### config.mk
export PLATFORM = sky130hd
export DESIGN_NAME = fan_ctrl_mc
export DESIGN_NICKNAME = d
export VERILOG_FILES = /design/src/rtl/fan_ctrl_mc.sv
export SDC_FILE = /design/constraint.sdc
export NUM_CORES = 1
export LEC_CHECK = 0
export ABC_CLOCK_PERIOD_IN_PS = 2820
export BUFFER_PORTS_ARGS = -buffer_cell sky130_fd_sc_hd__buf_2
export CORE_MARGIN = 2
export CORE_UTILIZATION = 45
export DETAILED_ROUTE_END_ITERATION = 10
export GPL_TIMING_DRIVEN = 0
export PLACE_DENSITY_LB_ADDON = 0.2
export SLEW_MARGIN = 20
export SYNTH_ARGS = -nofsm -noshare
export SYNTH_HDL_FRONTEND = slang
export SYNTH_SLANG_ARGS = --single-unit
### constraint.sdc
create_clock -name clk -period 2.82 [get_ports clk]
set_input_delay 0.141 -clock clk [delete_from_list [all_inputs] [get_ports clk]]
set_output_delay 0.141 -clock clk [all_outputs]
set_load 0.05 [all_outputs]
### src/rtl/fan_ctrl_mc.sv
// Multi-channel fan controller: a shared PWM timebase drives NCH phase-aligned PWM
// outputs, with a per-channel spin-up kick, tach period meter and stall flag.
module fan_ctrl_mc #(
    parameter int unsigned NCH       = 2,
    parameter int unsigned PWM_BITS  = 8,
    parameter int unsigned PRESCALE  = 16,
    parameter int unsigned MEAS_BITS = 20,
    parameter int unsigned KICK_MS   = 500
) (
    input  logic                     clk,
    input  logic                     rst,
    input  logic                     tsc_1ppms,
    input  logic                     tsc_1ppus,
    input  logic [NCH-1:0]           fan_en,
    input  logic [NCH*PWM_BITS-1:0]  fan_pct,
    input  logic [NCH-1:0]           fan_tach,
    output logic [NCH-1:0]           fan_pwm,
    output logic [NCH*MEAS_BITS-1:0] fan_uspr,
    output logic [NCH-1:0]           fan_stall
);

    localparam int unsigned PS_W   = (PRESCALE > 1) ? $clog2(PRESCALE) : 1;
    localparam int unsigned KICK_W = (KICK_MS > 0) ? $clog2(KICK_MS + 1) : 1;
    localparam logic [PS_W-1:0]      PS_LAST   = PS_W'(PRESCALE - 1);
    localparam logic [PWM_BITS-1:0]  PWM_MAX   = {PWM_BITS{1'b1}};
    localparam logic [MEAS_BITS-1:0] MEAS_MAX  = {MEAS_BITS{1'b1}};
    localparam logic [MEAS_BITS-1:0] MEAS_ONE  = MEAS_BITS'(1);
    localparam logic [KICK_W-1:0]    KICK_LOAD = KICK_W'(KICK_MS);
    localparam bit                   KICK_ON   = (KICK_MS > 0);

    // Shared timebase
    logic [PS_W-1:0]     r_presc;
    logic [PWM_BITS-1:0] r_cnt;
    logic                w_pwm_ce;
    logic                w_wrap;

    // Per-channel PWM state
    logic [PWM_BITS-1:0] r_duty [NCH];
    logic [KICK_W-1:0]   r_kick [NCH];
    logic [NCH-1:0]      r_en_q;
    logic [NCH-1:0]      r_pwm;
    logic [NCH-1:0]      w_rise;
    logic [NCH-1:0]      w_raw;

    // Per-channel tach state
    logic [NCH-1:0]       r_sync1;
    logic [NCH-1:0]       r_sync2;
    logic [NCH-1:0]       r_d1;
    logic [NCH-1:0]       r_d2;
    logic [NCH-1:0]       r_pulse;
    logic [NCH-1:0]       r_armed;
    logic [NCH-1:0]       r_stall;
    logic [MEAS_BITS-1:0] r_meas [NCH];
    logic [MEAS_BITS-1:0] r_idle [NCH];
    logic [MEAS_BITS-1:0] r_uspr [NCH];

    assign w_pwm_ce = (r_presc == PS_LAST);
    assign w_wrap   = w_pwm_ce && (r_cnt == PWM_MAX);

    // Prescaler and shared PWM counter
    always_ff @(posedge clk) begin
        if (rst) begin
            r_presc <= '0;
            r_cnt   <= '0;
        end else if (w_pwm_ce) begin
            r_presc <= '0;
            r_cnt   <= r_cnt + PWM_BITS'(1);
        end else begin
            r_presc <= r_presc + PS_W'(1);
        end
    end

    // Raw PWM: kick (including the enable edge itself) forces high; all-ones duty never dips
    always_comb begin
        w_rise = fan_en & ~r_en_q;
        w_raw  = '0;
        for (int i = 0; i < int'(NCH); i++) begin
            w_raw[i] = fan_en[i] && ((r_kick[i] != '0) || (w_rise[i] && KICK_ON) ||
                                     (r_duty[i] == PWM_MAX) || (r_cnt < r_duty[i]));
        end
    end

    // Duty latch at period end, kick countdown, registered PWM output
    always_ff @(posedge clk) begin
        if (rst) begin
            r_en_q <= '0;
            r_pwm  <= '0;
            for (int i = 0; i < int'(NCH); i++) begin
                r_duty[i] <= '0;
                r_kick[i] <= '0;
            end
        end else begin
            r_en_q <= fan_en;
            r_pwm  <= w_raw;
            for (int i = 0; i < int'(NCH); i++) begin
                if (w_wrap) begin
                    r_duty[i] <= fan_pct[i*PWM_BITS +: PWM_BITS];
                end
                if (!fan_en[i]) begin
                    r_kick[i] <= '0;
                end else if (w_rise[i]) begin
                    r_kick[i] <= KICK_LOAD;
                end else if (tsc_1ppms && (r_kick[i] != '0)) begin
                    r_kick[i] <= r_kick[i] - KICK_W'(1);
                end
            end
        end
    end

    // Tach synchroniser, us-tick edge detect and period measurement
    always_ff @(posedge clk) begin
        if (rst) begin
            r_sync1 <= '0;
            r_sync2 <= '0;
            r_d1    <= '0;
            r_d2    <= '0;
            r_pulse <= '0;
            r_armed <= '0;
            r_stall <= '0;
            for (int i = 0; i < int'(NCH); i++) begin
                r_meas[i] <= '0;
                r_idle[i] <= '0;
                r_uspr[i] <= '0;
            end
        end else begin
            r_sync1 <= fan_tach;
            r_sync2 <= r_sync1;
            for (int i = 0; i < int'(NCH); i++) begin
                if (!fan_en[i]) begin
                    r_d1[i]    <= 1'b0;
                    r_d2[i]    <= 1'b0;
                    r_pulse[i] <= 1'b0;
                    r_armed[i] <= 1'b0;
                    r_stall[i] <= 1'b0;
                    r_meas[i]  <= '0;
                    r_idle[i]  <= '0;
                    r_uspr[i]  <= '0;
                end else if (tsc_1ppus) begin
                    r_d1[i]    <= r_sync2[i];
                    r_d2[i]    <= r_d1[i];
                    r_pulse[i] <= r_d1[i] & ~r_d2[i];
                    if (r_pulse[i]) begin
                        // First edge only arms; later edges publish the period
                        if (r_armed[i]) begin
                            r_uspr[i]  <= r_meas[i];
                            r_stall[i] <= 1'b0;
                        end
                        r_meas[i]  <= MEAS_ONE;
                        r_armed[i] <= 1'b1;
                        r_idle[i]  <= '0;
                    end else if (r_armed[i]) begin
                        if (r_meas[i] == MEAS_MAX) begin
                            // Disarm so recovery needs two fresh edges to clear the stall
                            r_uspr[i]  <= MEAS_MAX;
                            r_stall[i] <= 1'b1;
                            r_armed[i] <= 1'b0;
                            r_meas[i]  <= '0;
                        end else begin
                            r_meas[i] <= r_meas[i] + MEAS_ONE;
                        end
                    end else if (r_idle[i] == MEAS_MAX) begin
                        r_uspr[i]  <= MEAS_MAX;
                        r_stall[i] <= 1'b1;
                    end else begin
                        r_idle[i] <= r_idle[i] + MEAS_ONE;
                    end
                end
            end
        end
    end

    // Output packing
    always_comb begin
        fan_uspr = '0;
        for (int i = 0; i < int'(NCH); i++) begin
            fan_uspr[i*MEAS_BITS +: MEAS_BITS] = r_uspr[i];
        end
    end

    assign fan_pwm   = r_pwm;
    assign fan_stall = r_stall;

endmodule
Word-level counts from Yosys, hierarchy flattened
Memory sizes are Yosys's and may differ from the RTL's.
Cells that the tools add are included.
Widths: inputs -> output; s select.

word-level totals
  register bits after elaboration = 30
  memories = 5
  logic and storage cells = 250
  output and inout bits = 44
  memory bits (writable) = 154
  input port bits = 24

memory list
  memory  words  width  rd ports  clocked after memory_dff  write ports  line  RTL
  r_idle  2      20     2         0                         2            54    logic [MEAS_BITS-1:0] r_idle [NCH];
  r_meas  2      20     2         0                         2            53    logic [MEAS_BITS-1:0] r_meas [NCH];
  r_uspr  2      20     2         0                         2            55    logic [MEAS_BITS-1:0] r_uspr [NCH];
  r_kick  2      9      2         0                         2            39    logic [KICK_W-1:0] r_kick [NCH];
  r_duty  2      8      2         0                         2            38    logic [PWM_BITS-1:0] r_duty [NCH];

operators by class
  reduce and logical (&&, ||, !) cells = 20
  equal/unequal tests = 12
  multiplexer cells = 149
  add/subtract/negate cells = 8
  $lt $le $gt $ge = 2
  bitwise gates (word level) = 38

operators by type and width
  cell                   number
  $mux 20                22
  $mux 1                 119
  $add 20x1->20 const B  4
  $eq 20x20->1 const B   4
  $mux 9                 6
  $or 1x1->1             30
  $eq 8x8->1 const B     3
  $reduce_bool 9->1      2
  $sub 9x1->9 const B    2
  $lt 8x8->1             2
  $mux 8                 2
  $add 8x1->8 const B    1
  $reduce_and 4->1       2
  $logic_or 1x1->1       6
  $ne 3x2->1 const B     2
  $reduce_or 2->1        3
  $logic_and 1x1->1      5
  $add 4x1->4 const B    1
  $eq 4x4->1 const B     1
  $ne 2x1->1 const B     2
  $not 1->1              4
  $reduce_bool 2->1      2
  $and 1x1->1            2
  $and 2x2->2            1
  $not 2->2              1

Logic depth before layout (Yosys ltp)
  depth in word-level cells = 10
  mapped depth = 8

Worst setup path before layout
No wires, ideal clock.

  path type = reg-to-reg
  from = mem r_idle[0][0]
  to = mem r_uspr[0][0], enable pin
  data required time = 2.413 ns
  library setup time = 0.407 ns
  period minus slack after synthesis = 2.891 ns
  setup slack = -0.071 ns
  path buffers = 0
  stages on the path, launching flop included = 6
  arrival time = 2.484 ns
  cell sequence = edfxtp_1 -> ha_1 -> nand4_1 -> nor4_1 -> nand3_1 -> o221ai_1

RTL lines
  item             line
  start, declared  54
  end, declared    55

==> metrics <==
DP Wirelength 10800 um; antenna violations before repair 0; clk_skew 0.01146 ns; EDFF count, synth 154; placed cell areas 0.009618 mm2; layout cell share with drive strength beyond 1 0.1330; Iteration-0 DRC Markers 276; fin crit period 2.633 ns; slowest CP cell o221ai_4; final setup vio count 0; cell count after placement 1133; FFs w/ async S/R, synth 0; Setup TNS 0 ns; Die Y 145.0 um; Final Hold Fails 0; period utilization 0.9337; Routed WL per cell 13.39 um; crit start category flop; GRT Total Usage 0.1562; worst path cell trace ha_1, nand3_1, nor4_4, a41oi_2, o221ai_4; cell row count 51; num ports 68; H-tree depth 4; fmax 0.3798 GHz; uppermost routed layer met4; DRC 0; PD cells 566.9 mW/mm2; WHS Path Cells 2; Clk Latency, worst-skew pair 0.43 ns; largest net degree at the start of global routing 21; relative slew slack 0.4132; top post-synthesis cells by count 154 x edfxtp_1, 127 x nor2_1, 47 x xnor2_1, 46 x nand2_1, 46 x nand3_1; Vias 5962; multi-input logic area 0.003520 mm2; port bufs 66; clock sinks 184; Power Total 5.913 mW; global-route wire length before repair 27140 um; dominant cells by area after synthesis edfxtp_1 52%, dfxtp_1 6.7%, nor2_1 5.3%; Max Cap Viol 0; clk root buf clkbuf_16; syn avg cell area 11.16 um2; CP Depth 5; ys flop type edfxtp_1; Seq/Total Area, Yosys 0.5838; area grow syn2layout 16.54%; metal2 WL 7336 um; Yosys top cell by area edfxtp_1; share of the synthesized area in the top cell type 0.5167; fin area 0.01043 mm2; Slew @ Worst Pin 0.8781 ns; sequential cell area 0.005225 mm2; setup ws final 0.1870 ns; Final Util 0.5359; Layout Cells excl Fill 1182; Min Hold Slack 0.009939 ns; CTS tree done; Yosys warnings 0; Routed WL 15830 um; Placement Setup Slack -0.6694 ns; die area 0.02103 mm2; GPL Wtd Cong 0.7768; crit path DAT 2.69 ns; Clk pin slew, worst setup/hold paths 0.07 ns; Required @ worst endpoint 2.88 ns; Layout Nets 952; maximum vdd ir drop 0.4314 mV; status finished clean; Top Family by Delay on Critical Path compound AO/OA/AOI/OAI gates; ANT cells 0; Slew Viols, Final 0; Synthesized Nets 850; post-CTS setup buffer count 0; TritonCTS Buffers 17; Pre-Repair DR Iteration Count 4; critical path type flop to flop; critical path buffer and inverter count 0; leakage power 4.209 nW; # fillers 1690; Hold Path Class input port to flop; Worst Reg2Reg Path Length in Cells 5; met3 WL post-DR 468 um; post-route ant nets 0; die width 145.0 um; CTS max path bufs 2; kind of end point of the critical path flop; M1 WL 7858 um; post-synth cell types 50; register bit total from synthesis 184; vias in the first global route 5721; Crit path largest cell delay 0.65 ns; count leader, synth edfxtp_1; number of cells produced by synthesis 802; RSZ-0062 raised after global routing false; CP max FO 20; Initial Utilization 0.4599; grt total ovfl 0; Mapped Area 0.008950 mm2; Core Area 0.01946 mm2; detail-routed via count per cell 5.044
where the power goes:
group | leakage [nW] | internal [mW] | switching [mW] | total (mW)
Combinational | 1.98 | 0.146 | 0.266 | 0.412
Sequential | 1.96 | 3.06 | 0.0943 | 3.16
Clock | 0.271 | 1.31 | 1.03 | 2.35
per-layer routing:
metal / track usage / up-vias
met1: 0.2153 / 2781
met5: 0 / -
met2: 0.2481 / 103
met4: 0.05594 / 0
met3: 0.02893 / 14
li1: - / 3064
cell type report:
type | count | area share
Clock inverter | 14 | 0.01428
Timing Repair Buffer | 83 | 0.04798
Clock buffer | 18 | 0.04115
Tap cell | 265 | 0.03179
Sequential cell | 184 | 0.5010
Multi-Input combinational cell | 555 | 0.3375
Buffer | 25 | 0.01272
Inverter | 38 | 0.01368
path summary, 6_finish.rpt:
path	from	end	slack (ns)
setup / recovery	r_meas[0][0]$_SDFFCE_PN0P_	r_uspr[0][7]$_SDFFCE_PN0P_	0.19
hold reg to reg	r_sync1[1]$_SDFF_PP0_	r_sync2[1]$_SDFF_PP0_	0.44
hold / removal	fan_pct[13]	r_duty[0][13]$_SDFFCE_PN0P_	0.01
setup reg to reg	r_meas[0][0]$_SDFFCE_PN0P_	r_uspr[0][7]$_SDFFCE_PN0P_	0.19
what timing repair did:
item,4_1_cts,5_1_grt
resized for setup,6,3
endpoints found under the hold margin,17,0
hold buffers,17,0
setup endpoints to repair,80,40
pin swaps,0,2
layout by cell type, fill, tap and decap left out, types with 20 or more instances in the layout:
cell type,instances
xnor2_1,47
edfxtp_1,154
inv_1,36
xor2_1,44
ha_1,24
nand3_1,43
nor2_1,127
dfxtp_1,30
and2_1,20
nand4_1,27
buf_2,73
nand2_1,46
a21o_1,42
kinds of logic after synthesis:
| logic type | after synthesis | synth area share |
|---|---|---|
| and+or+nand+nor | 342 | 0.1879 |
| DFF | 184 | 0.5838 |
| AOI/OAI and AO/OA | 93 | 0.06934 |
| xor gates and xnor gates | 91 | 0.08905 |
| buffers and inverters | 63 | 0.03075 |
| adders and majority gates | 24 | 0.03355 |
| muxes | 5 | 0.005592 |
sequential cells by signal, indices dropped and copies added, names as in the netlist, 4 cells and up:
signal / count
r_meas: 40
r_presc: 4
r_cnt: 8
r_idle: 40
r_kick: 18
r_uspr: 40
r_duty: 16
(Power assumes the default switching activity.)
